<file path="config.mk">
export PLATFORM = sky130hd
export DESIGN_NAME = sweep_fifo_loader
export DESIGN_NICKNAME = d
export VERILOG_FILES = /design/src/rtl/sweep_fifo_loader_pkg.sv /design/src/rtl/sweep_record_checker.sv /design/src/rtl/sweep_fifo_loader.sv
export SDC_FILE = /design/constraint.sdc
export NUM_CORES = 1
export LEC_CHECK = 0
export BUFFER_PORTS_ARGS = -buffer_cell sky130_fd_sc_hd__buf_4
export CAP_MARGIN = 20
export CELL_PAD_IN_SITES_DETAIL_PLACEMENT = 0
export CELL_PAD_IN_SITES_GLOBAL_PLACEMENT = 1
export CORE_AREA = 2 2 252 254
export DETAILED_ROUTE_END_ITERATION = 8
export DIE_AREA = 0 0 254 256
export PLACE_DENSITY = 0.51
export SLEW_MARGIN = 25
export SYNTH_ARGS = -nofsm -noshare
export SYNTH_HDL_FRONTEND = slang
export SYNTH_SLANG_ARGS = --single-unit
</file>
<file path="constraint.sdc">
create_clock -name clk_50 -period 21.8 [get_ports clk_50]
set_input_delay 6.54 -clock clk_50 [delete_from_list [all_inputs] [get_ports clk_50]]
set_output_delay 6.54 -clock clk_50 [all_outputs]
set_load 0.1 [all_outputs]
</file>
<file path="src/rtl/sweep_fifo_loader_pkg.sv">
// Shared sweep-record layout: word order, FIFO field offsets and loader FSM encoding.
// The sweep generator's FIFO unpacking uses the same offsets, so change them only here.
package sweep_fifo_loader_pkg;

  localparam int REC_WORDS = 6;
  localparam int WORD_W    = 32;
  localparam int REC_BITS  = 196;

  localparam int AMP_LSB   = 0;
  localparam int AMP_W     = 16;
  localparam int NCLK_LSB  = 16;
  localparam int STEP_LSB  = 48;
  localparam int FFIN_LSB  = 112;
  localparam int FINI_LSB  = 144;
  localparam int PAD_LSB   = 176;

  localparam logic [2:0] W0 = 3'd0;
  localparam logic [2:0] W1 = 3'd1;
  localparam logic [2:0] W2 = 3'd2;
  localparam logic [2:0] W3 = 3'd3;
  localparam logic [2:0] W4 = 3'd4;
  localparam logic [2:0] W5 = 3'd5;

  typedef enum logic [1:0] {
    L_IDLE    = 2'd0,
    L_COLLECT = 2'd1,
    L_CHECK   = 2'd2,
    L_WRITE   = 2'd3
  } load_state_t;

  // Bits from PAD_LSB upward stay zero.
  function automatic logic [REC_BITS-1:0] pack_record(
    input logic [WORD_W-1:0] f_init,
    input logic [WORD_W-1:0] f_final,
    input logic [WORD_W-1:0] step_hi,
    input logic [WORD_W-1:0] step_lo,
    input logic [WORD_W-1:0] n_clk,
    input logic [WORD_W-1:0] amp_word
  );
    logic [REC_BITS-1:0] r;
    r = '0;
    r[AMP_LSB  +: AMP_W]      = amp_word[AMP_W-1:0];
    r[NCLK_LSB +: WORD_W]     = n_clk;
    r[STEP_LSB +: 2*WORD_W]   = {step_hi, step_lo};
    r[FFIN_LSB +: WORD_W]     = f_final;
    r[FINI_LSB +: WORD_W]     = f_init;
    return r;
  endfunction

endpackage

</file>
<file path="src/rtl/sweep_record_checker.sv">
// Combinational record validation: nonzero clock count, amplitude fits in 16 bits.
// Zero latency, no flow control.
module sweep_record_checker (
  input  logic [31:0] number_of_clock,
  input  logic [31:0] amp_word,
  output logic        rec_ok
);

  assign rec_ok = (number_of_clock != 32'd0) && (amp_word[31:16] == 16'd0);

endmodule

</file>
<file path="src/rtl/sweep_fifo_loader.sv">
// Collects six host words into one sweep record and writes it to the FIFO in a single strobe.
// Write strobe 3 cycles after the last word; holds in L_WRITE (word_ready low) while the FIFO is full.
module sweep_fifo_loader #(
  parameter int REC_WORDS = 6,
  parameter int FIFO_W    = 196
) (
  input  logic              clk_50,
  input  logic              reset,
  input  logic              word_valid,
  input  logic              word_sop,
  input  logic [31:0]       word_data,
  output logic              word_ready,
  input  logic              clear_cmd,
  output logic              fifo_wr_req,
  output logic [FIFO_W-1:0] fifo_wr_data,
  input  logic              fifo_wr_full,
  output logic [15:0]       records_written,
  output logic              error_flag,
  output logic [7:0]        error_count
);

  import sweep_fifo_loader_pkg::*;

  load_state_t state, next_state;
  logic [2:0]  idx, next_idx;
  logic [31:0] words [REC_WORDS];

  logic        accept;
  logic        store_w;
  logic [2:0]  store_idx;
  logic        err_evt;
  logic        do_write;
  logic        load_data;
  logic        rec_ok;

  sweep_record_checker u_checker (
    .number_of_clock (words[W4]),
    .amp_word        (words[W5]),
    .rec_ok          (rec_ok)
  );

  always_ff @(posedge clk_50 or posedge reset) begin
    if (reset) begin
      state <= L_IDLE;
    end else begin
      state <= next_state;
    end
  end

  always_comb begin
    next_state = state;
    next_idx   = idx;
    store_w    = 1'b0;
    store_idx  = idx;
    err_evt    = 1'b0;
    do_write   = 1'b0;
    load_data  = 1'b0;
    // Gated by reset so the host sees not-ready while reset is held.
    word_ready = !reset && ((state == L_IDLE) || (state == L_COLLECT));
    accept     = word_valid && word_ready;

    if (clear_cmd) begin
      next_state = L_IDLE;
      next_idx   = W0;
    end else begin
      case (state)
        L_IDLE: begin
          if (accept) begin
            if (word_sop) begin
              store_w    = 1'b1;
              store_idx  = W0;
              next_idx   = W1;
              next_state = L_COLLECT;
            end else begin
              err_evt = 1'b1;
            end
          end
        end
        L_COLLECT: begin
          if (accept) begin
            store_w = 1'b1;
            if (word_sop) begin
              err_evt   = 1'b1;
              store_idx = W0;
              next_idx  = W1;
            end else if (idx == 3'(REC_WORDS - 1)) begin
              next_idx   = W0;
              next_state = L_CHECK;
            end else begin
              next_idx = idx + 3'd1;
            end
          end
        end
        L_CHECK: begin
          if (rec_ok) begin
            load_data  = 1'b1;
            next_state = L_WRITE;
          end else begin
            err_evt    = 1'b1;
            next_state = L_IDLE;
          end
        end
        L_WRITE: begin
          if (!fifo_wr_full) begin
            do_write   = 1'b1;
            next_state = L_IDLE;
          end
        end
        default: next_state = L_IDLE;
      endcase
    end
  end

  always_ff @(posedge clk_50 or posedge reset) begin
    if (reset) begin
      idx             <= W0;
      fifo_wr_req     <= 1'b0;
      fifo_wr_data    <= '0;
      records_written <= 16'd0;
      error_flag      <= 1'b0;
      error_count     <= 8'd0;
      for (int i = 0; i < REC_WORDS; i++) begin
        words[i] <= 32'd0;
      end
    end else begin
      idx         <= next_idx;
      fifo_wr_req <= do_write;
      if (do_write) begin
        records_written <= records_written + 16'd1;
      end
      // Captured once on entry to L_WRITE so the data stays stable while full holds us off.
      if (load_data) begin
        fifo_wr_data <= FIFO_W'(pack_record(words[W0], words[W1], words[W2],
                                            words[W3], words[W4], words[W5]));
      end
      if (store_w) begin
        words[store_idx] <= word_data;
      end
      if (clear_cmd) begin
        error_flag  <= 1'b0;
        error_count <= 8'd0;
      end else if (err_evt) begin
        error_flag <= 1'b1;
        if (error_count != 8'hFF) begin
          error_count <= error_count + 8'd1;
        end
      end
    end
  end

endmodule

</file>
==> results.md, run 1 <==
- Seq/Total Area, Yosys: 64.6%
- WL per Instance: 18.7 µm
- Detailed Place HPWL: 25500 µm
- Final Cycle Share: 62.5%
- Sw frac: 22.4%
- Final Core Density: 31.8%
- Number of global-route vias before repair: 9224
- CTS tree: yes
- Global Route met2 Usage: 19.9%
- Cell Rows: 92
- Post-CTS Setup Repair Bufs: 0
- Gpl congestion: 0.701
- Mapped cell area: 0.0155 mm²
- First-pass GRT wire length: 60400 µm
- Status: completed
- DRC errors left: 0
- Core area: 0.0624 mm²
- Ports: 261
- GRT overflow: 0
- Crit path depth: 3
- CTS buffer count: 48
- Crit path max-delay family: buffers and inverters
- Most common cell after layout, fill and taps aside: dfrtp_1
- Port bufs: 240
- Area leader, netlist: dfrtp_1
- GRT busiest layer: met2
- Worst path slowest cell: buf_4
- Worst-path clk slew: 0.06 ns
- Max Root-Sink Buffers: 3
- CP dominant cell by count: buf_4
- Pint: 0.00128 W
- Worst path max stage delay: 0.30 ns
- Gate Count Post-Synth: 963
- Largest net degree at the start of global routing: 86
- Cts hold-fix bufs: 0
- Die height: 256 µm
- CP Max Fanout: 3
- Leak: 10.3 nW
- Power per Cell Area: 83.3 mW/mm²
- Fill count: 6252
- Hold_ws: 0.477 ns
- CP Buf/Inv Count: 2
- Critical setup path kind: primary input to primary output
- Hold Path Cell Cnt: 1
- FMAX: 0.0734 GHz
- Seq cells post-synth: 399
- Slew Viols, Final: 0
- Met1 usage: 15.9%
- Most frequent cells in the layout: dfrtp_1 (399), mux2_2 (336), buf_4 (254)
- Worst-margin pin slew: 1.00 ns
- # H-tree levels: 2
- Worst hold-check path type: flip-flop to flip-flop
- Via density: 4.16
- Finish-stage setup viols: 0
- Sink Count: 399
- Worst EP required: 15.26 ns
- Startpoint types: primary input
- Area added between synthesis and finish: 28.3%
- Sum Neg Setup Slack: 0 ns
- Share of cells above drive strength 1: 56.5%
- Clock Latency Late Sink: 0.57 ns
- Synth top area cells: dfrtp_1 (65%), mux2_2 (24%), mux2_4 (2.8%)
- Post-layout minimum cycle time: 13.63 ns
- Switching power summed over all nets: 0.000371 W
- Ys Warns: 0
- Initial cell density of the core: 24.8%
- Nets@finish: 1266
- Die W: 254 µm
- MaxCap Viol Count: 0
- Initial antenna violation count: 0
- Number of synthesized flops with an enable pin: 0
- Hold Vio Cnt, Final: 0
- Normalized max-slew margin: 33.3%
- 1st-pass router iterations: 4
- Final WL: 39400 µm
- Worst IR Drop VDD: 0.0522 mV
- Synth Flop Type: dfrtp_1
- Worst R2R Path Depth: 6
- Cell variety after synth: 43
- WP data arrival: 7.09 ns
- Via count: 8748
- Post-route ant nets: 0
- Async set-or-reset flop fraction in the synthesized netlist: 100%
- Post_cts resized: 0
- Nature of the critical path endpoint: primary output
- RSZ-0062 raised after global routing: no
- Root Driver: clkbuf_16
- Combinational Power Share: 4.1%
- Skew final: 0.0185 ns
- Avg Inst Size Synth: 16.1 µm²
- GRT Total Usage: 12.2%
- Sequential fraction of design power: 46.3%
- Worst path cell trace: buf_4 > nor2_2 > buf_4
- Met3 Track Usage GR: 3.04%
- Die ar.: 0.0650 mm²
- 1st-iter DRT viols: 294
- Clk network pwr share: 49.6%
- Yosys top cell area share: 64.6%
-- area by class of cell --
class | count | area [µm²] | share of cell area (%)
Antenna cell | 1 | 2.50 | 0.0126
Clock buffer | 66 | 1400 | 7.05
Clock inverter | 15 | 225 | 1.14
Inverter | 5 | 26.3 | 0.132
Multi-Input combinational cell | 517 | 5210 | 26.2
Sequential cell | 399 | 9980 | 50.3
Tap cell | 846 | 1060 | 5.34
Timing Repair Buffer | 255 | 1930 | 9.75
-- per-layer routing --
metal / part of all wire [%] / wire length (µm)
met1: 44 / 17400
met2: 49 / 19100
met3: 5.0 / 1990
met4: 2.2 / 887
met5: 0 / 0
-- kinds of logic (layout without fill, tap and decap cells) --
logic type               Yosys count  in the layout  share of synthesized area (%)
flip-flops                       399            399                           64.6
multiplexers                     372            372                           27.8
AND/OR/NAND/NOR                   81             81                           3.03
buffers and inverters             66            341                           2.44
AO/OA/AOI/OAI                     24             24                          0.987
XOR/XNOR                          18             18                           1.02
adder cells (fa/ha/maj)            2              2                          0.162
other                              1             21                         0.0243
-- worst paths after layout --
path	from	end	slack, ns
max	reset	word_ready	8.17
min	records_written[15]$_DFFE_PP0P_	records_written[15]$_DFFE_PP0P_	0.48
max reg2reg	words[49]$_DFFE_PP0P_	fifo_wr_data[156]$_DFFE_PP0P_	17.84
min reg2reg	records_written[15]$_DFFE_PP0P_	records_written[15]$_DFFE_PP0P_	0.48
max in group asynchronous	reset	words[177]$_DFFE_PP0P_	13.31
min in group asynchronous	reset	records_written[11]$_DFFE_PP0P_	6.04
-- cells in the mapped netlist (all sizes together), types with 2 or more instances --
| library cell | n |
|---|---|
| dfrtp | 399 |
| mux2 | 369 |
| buf | 57 |
| nor2 | 15 |
| nor4 | 13 |
| xnor2 | 13 |
| nand2 | 11 |
| nand3 | 9 |
| nand4 | 7 |
| o21ai | 7 |
| or3 | 6 |
| a21oi | 5 |
| and3 | 5 |
| inv | 5 |
| nor3 | 5 |
| xor2 | 5 |
| a211oi | 4 |
| clkbuf | 4 |
| mux2i | 3 |
| nand2b | 3 |
| and2 | 2 |
| and4 | 2 |
| ha | 2 |
| nor3b | 2 |
-- worst register-to-register path, delay by kind of cell (launching register included) --
family | cells | cell delay, ns
simple gates | 3 | 1.67
flops | 1 | 0.39
buf+inv | 1 | 0.91
compound gates | 1 | 0.36
mux | 1 | 0.51
-- sequential cells by signal (all words and copies together), names as in the netlist --
name             flops
fifo_wr_data       176
words              192
error_count          8
fifo_wr_req          1
idx                  3
state                2
records_written     16
error_flag           1
-- power by group through the flow --
stage          Clock, W  Combinational, W  Sequential, W
6_report       0.000820         0.0000674       0.000766
5_1_grt        0.000882         0.0000746       0.000767
4_1_cts        0.000854         0.0000695       0.000766
3_5_place_dp          0         0.0000695       0.000779
3_3_place_gp          0         0.0000685       0.000778
2_1_floorplan         0         0.0000476       0.000779
-- per-stage QoR --
step / instances / area (µm²) / setup WS, ns / power, W
4_1_cts: 2102 / 19800 / 8.17 / 0.00169
3_5_place_dp: 2021 / 18200 / 8.18 / 0.000849
3_3_place_gp: 2021 / 18200 / 8.16 / 0.000847
6_report: 2104 / 19800 / 8.17 / 0.00165
2_1_floorplan: 982 / 15500 / 4.16 / 0.000826
5_1_grt: 2103 / 19800 / 8.15 / 0.00172
Note: power is estimated with default switching activity, not from simulation.
==> run 2, diff against run 1 <==
PLACE_DENSITY = 0.52   (was 0.51)
clock period = 12.4 ns   (was 21.8 ns; I/O delays follow)
==> run 2 against run 1 <==
Net effect:
- sequential power up 76%
- clock power up 77%
- sequential cell count unchanged
- first-iteration DRC count down 8.2%
- design area up 0.17%
- routed wire length down 1.2%
- worst setup slack worse by 3.7 ns
- worst hold slack better by 0.00069 ns
- highest routed layer is now met5
==> results.md, run 2 (synthesized netlist as in run 1, its figures left out) <==
- Worst hold-check path type: flip-flop to flip-flop (unchanged)
- Die ar.: 0.0650 mm² (unchanged)
- Gpl congestion: 0.686 (was 0.701)
- Clk network pwr share: 49.7% (was 49.6%)
- Normalized max-slew margin: 32.5% (was 33.3%)
- CTS tree: yes (unchanged)
- Sequential fraction of design power: 46.2% (was 46.3%)
- Cts hold-fix bufs: 0 (unchanged)
- Combinational Power Share: 4.1% (about the same)
- Port bufs: 240 (unchanged)
- Final Cycle Share: 64.3%
- Most frequent cells in the layout: dfrtp_1 (399), mux2_2 (336), buf_4 (254) (unchanged)
- GRT overflow: 0 (unchanged)
- CTS buffer count: 47 (was 48)
- Status: completed (unchanged)
- Sw frac: 22.9% (was 22.4%)
- Skew final: 0.0225 ns (was 0.0185 ns)
- Cell Rows: 92 (unchanged)
- Sum Neg Setup Slack: 0 ns (unchanged)
- Worst path max stage delay: 0.30 ns (about the same)
- Worst IR Drop VDD: 0.100 mV (was 0.0522 mV)
- Total placed instance area: 0.0182 mm² (about the same)
- RSZ-0062 raised after global routing: no (unchanged)
- Final WL: 39000 µm (was 39400 µm)
- First-pass GRT wire length: 60700 µm (was 60400 µm)
- Placed cell count: 2023 (was 2021)
- Post-layout minimum cycle time: 7.97 ns
- Max Root-Sink Buffers: 3 (unchanged)
- Largest net degree at the start of global routing: 81 (was 86)
- CP Buf/Inv Count: 2 (unchanged)
- 1st-pass router iterations: 4 (unchanged)
- Leak: 10.3 nW (about the same)
- MaxCap Viol Count: 0 (unchanged)
- Die height: 256 µm (unchanged)
- Non-Filler Instances: 2109 (was 2104)
- Area added between synthesis and finish: 28.5% (was 28.3%)
- Die W: 254 µm (unchanged)
- # H-tree levels: 2 (unchanged)
- Ports: 261 (unchanged)
- Detailed Place HPWL: 25700 µm (was 25500 µm)
- Post-route ant nets: 0 (unchanged)
- Top flop regs: words x192, fifo_wr_data x176, records_written x16 (unchanged)
- Crit path max-delay family: buffers and inverters (unchanged)
- Post_cts resized: 0 (unchanged)
- DRC errors left: 0 (unchanged)
- Most common cell after layout, fill and taps aside: dfrtp_1 (unchanged)
- Root Driver: clkbuf_16 (unchanged)
- Worst EP required: 8.68 ns (was 15.26 ns)
- Sink Count: 399 (unchanged)
- Worst-path clk slew: 0.06 ns (about the same)
- Via count: 8743 (was 8748)
- CP Max Fanout: 3 (unchanged)
- Slew Viols, Final: 0 (unchanged)
- Power per Cell Area: 147 mW/mm² (was 83.3 mW/mm²)
- Hold_ws: 0.478 ns (was 0.477 ns)
- Top reg by flops: words (unchanged)
- Core area: 0.0624 mm² (unchanged)
- Crit path depth: 3 (unchanged)
- Flip-flop count of the largest register after layout: 192 (unchanged)
- Clock Latency Late Sink: 0.59 ns (was 0.57 ns)
- Hold Vio Cnt, Final: 0 (unchanged)
- Worst path cell trace: buf_4 > nor2_2 > buf_4 (unchanged)
- GRT Total Usage: 12.2% (about the same)
- Worst-margin pin slew: 1.01 ns (was 1.00 ns)
- Worst R2R Path Depth: 6 (unchanged)
- Post-CTS Setup Repair Bufs: 0 (unchanged)
- Nature of the critical path endpoint: primary output (unchanged)
- WL per Instance: 18.5 µm (was 18.7 µm)
- Critical setup path kind: primary input to primary output (unchanged)
- Fin area: 0.0199 mm² (was 0.0198 mm²)
- Antenna cells: 0 (was 1)
- Initial cell density of the core: 24.8% (unchanged)
- FMAX: 0.125 GHz
- WP data arrival: 4.25 ns (was 7.09 ns)
- Startpoint types: primary input (unchanged)
- CP dominant cell by count: buf_4 (unchanged)
- Pint: 0.00225 W (was 0.00128 W)
- Worst path slowest cell: buf_4 (unchanged)
- 1st-iter DRT viols: 270 (was 294)
- Switching power summed over all nets: 0.000666 W (was 0.000371 W)
- Number of global-route vias before repair: 9503 (was 9224)
- Finish-stage setup viols: 0 (unchanged)
- Initial antenna violation count: 1 (was 0)
- Final Power: 0.00291 W (was 0.00165 W)
- Via density: 4.15 (was 4.16)
- Hold Path Cell Cnt: 1 (unchanged)
- Share of cells above drive strength 1: 56.4% (was 56.5%)
- Nets@finish: 1267 (was 1266)
==> run 2: power by group through the flow <==
stage / clock (W) / sequential, W / combinational (W)
2_1_floorplan: 0 / 0.00137 / 0.0000838
3_3_place_gp: 0 / 0.00137 / 0.000121
3_5_place_dp: 0 / 0.00137 / 0.000123
4_1_cts: 0.00151 / 0.00135 / 0.000123
5_1_grt: 0.00157 / 0.00135 / 0.000132
6_report: 0.00145 / 0.00135 / 0.000119
==> run 2: worst paths after layout <==
path	slack, ns	startpoint	end
min in group asynchronous	3.29	reset	fifo_wr_data[79]$_DFFE_PP0P_
max in group asynchronous	6.99	reset	words[13]$_DFFE_PP0P_
hold reg to reg	0.48	records_written[15]$_DFFE_PP0P_	records_written[15]$_DFFE_PP0P_
hold / removal	0.48	records_written[15]$_DFFE_PP0P_	records_written[15]$_DFFE_PP0P_
setup reg to reg	8.39	words[39]$_DFFE_PP0P_	fifo_wr_data[15]$_DFFE_PP0P_
setup / recovery	4.43	reset	word_ready
==> run 2: layer usage <==
metal | global-route usage [%] | share of wire [%]
met3 | 3.41 | 5.5
met2 | 19.7 | 48
met5 | 0 | 0.033
met4 | 3.66 | 2.3
met1 | 15.8 | 44
==> run 2: final cells by class <==
type	count	area, µm²
flip-flops and latches	399	9980
clock buffers	68	1380
inverters	5	22.5
well taps	846	1060
repair buffers	257	1960
clock inverters	17	267
fillers	6261	42500
multi-input cells	517	5210
==> run 2: worst register-to-register path: cells and delay by family, from the launching register on <==
kind / cells / cell delay [ns]
AND/OR/NAND/NOR: 3 / 1.74
AO/OA/AOI/OAI: 1 / 0.37
multiplexers: 1 / 0.53
buffers and inverters: 1 / 0.87
flip-flops: 1 / 0.39
==> run 2: metrics by stage <==
step / util [%] / setup slack [ns]
2_1_floorplan: - / 3.31
3_3_place_gp: 29.1 / 4.42
3_5_place_dp: 29.2 / 4.42
4_1_cts: 31.8 / 4.42
5_1_grt: 31.8 / 4.40
6_report: 31.8 / 4.43
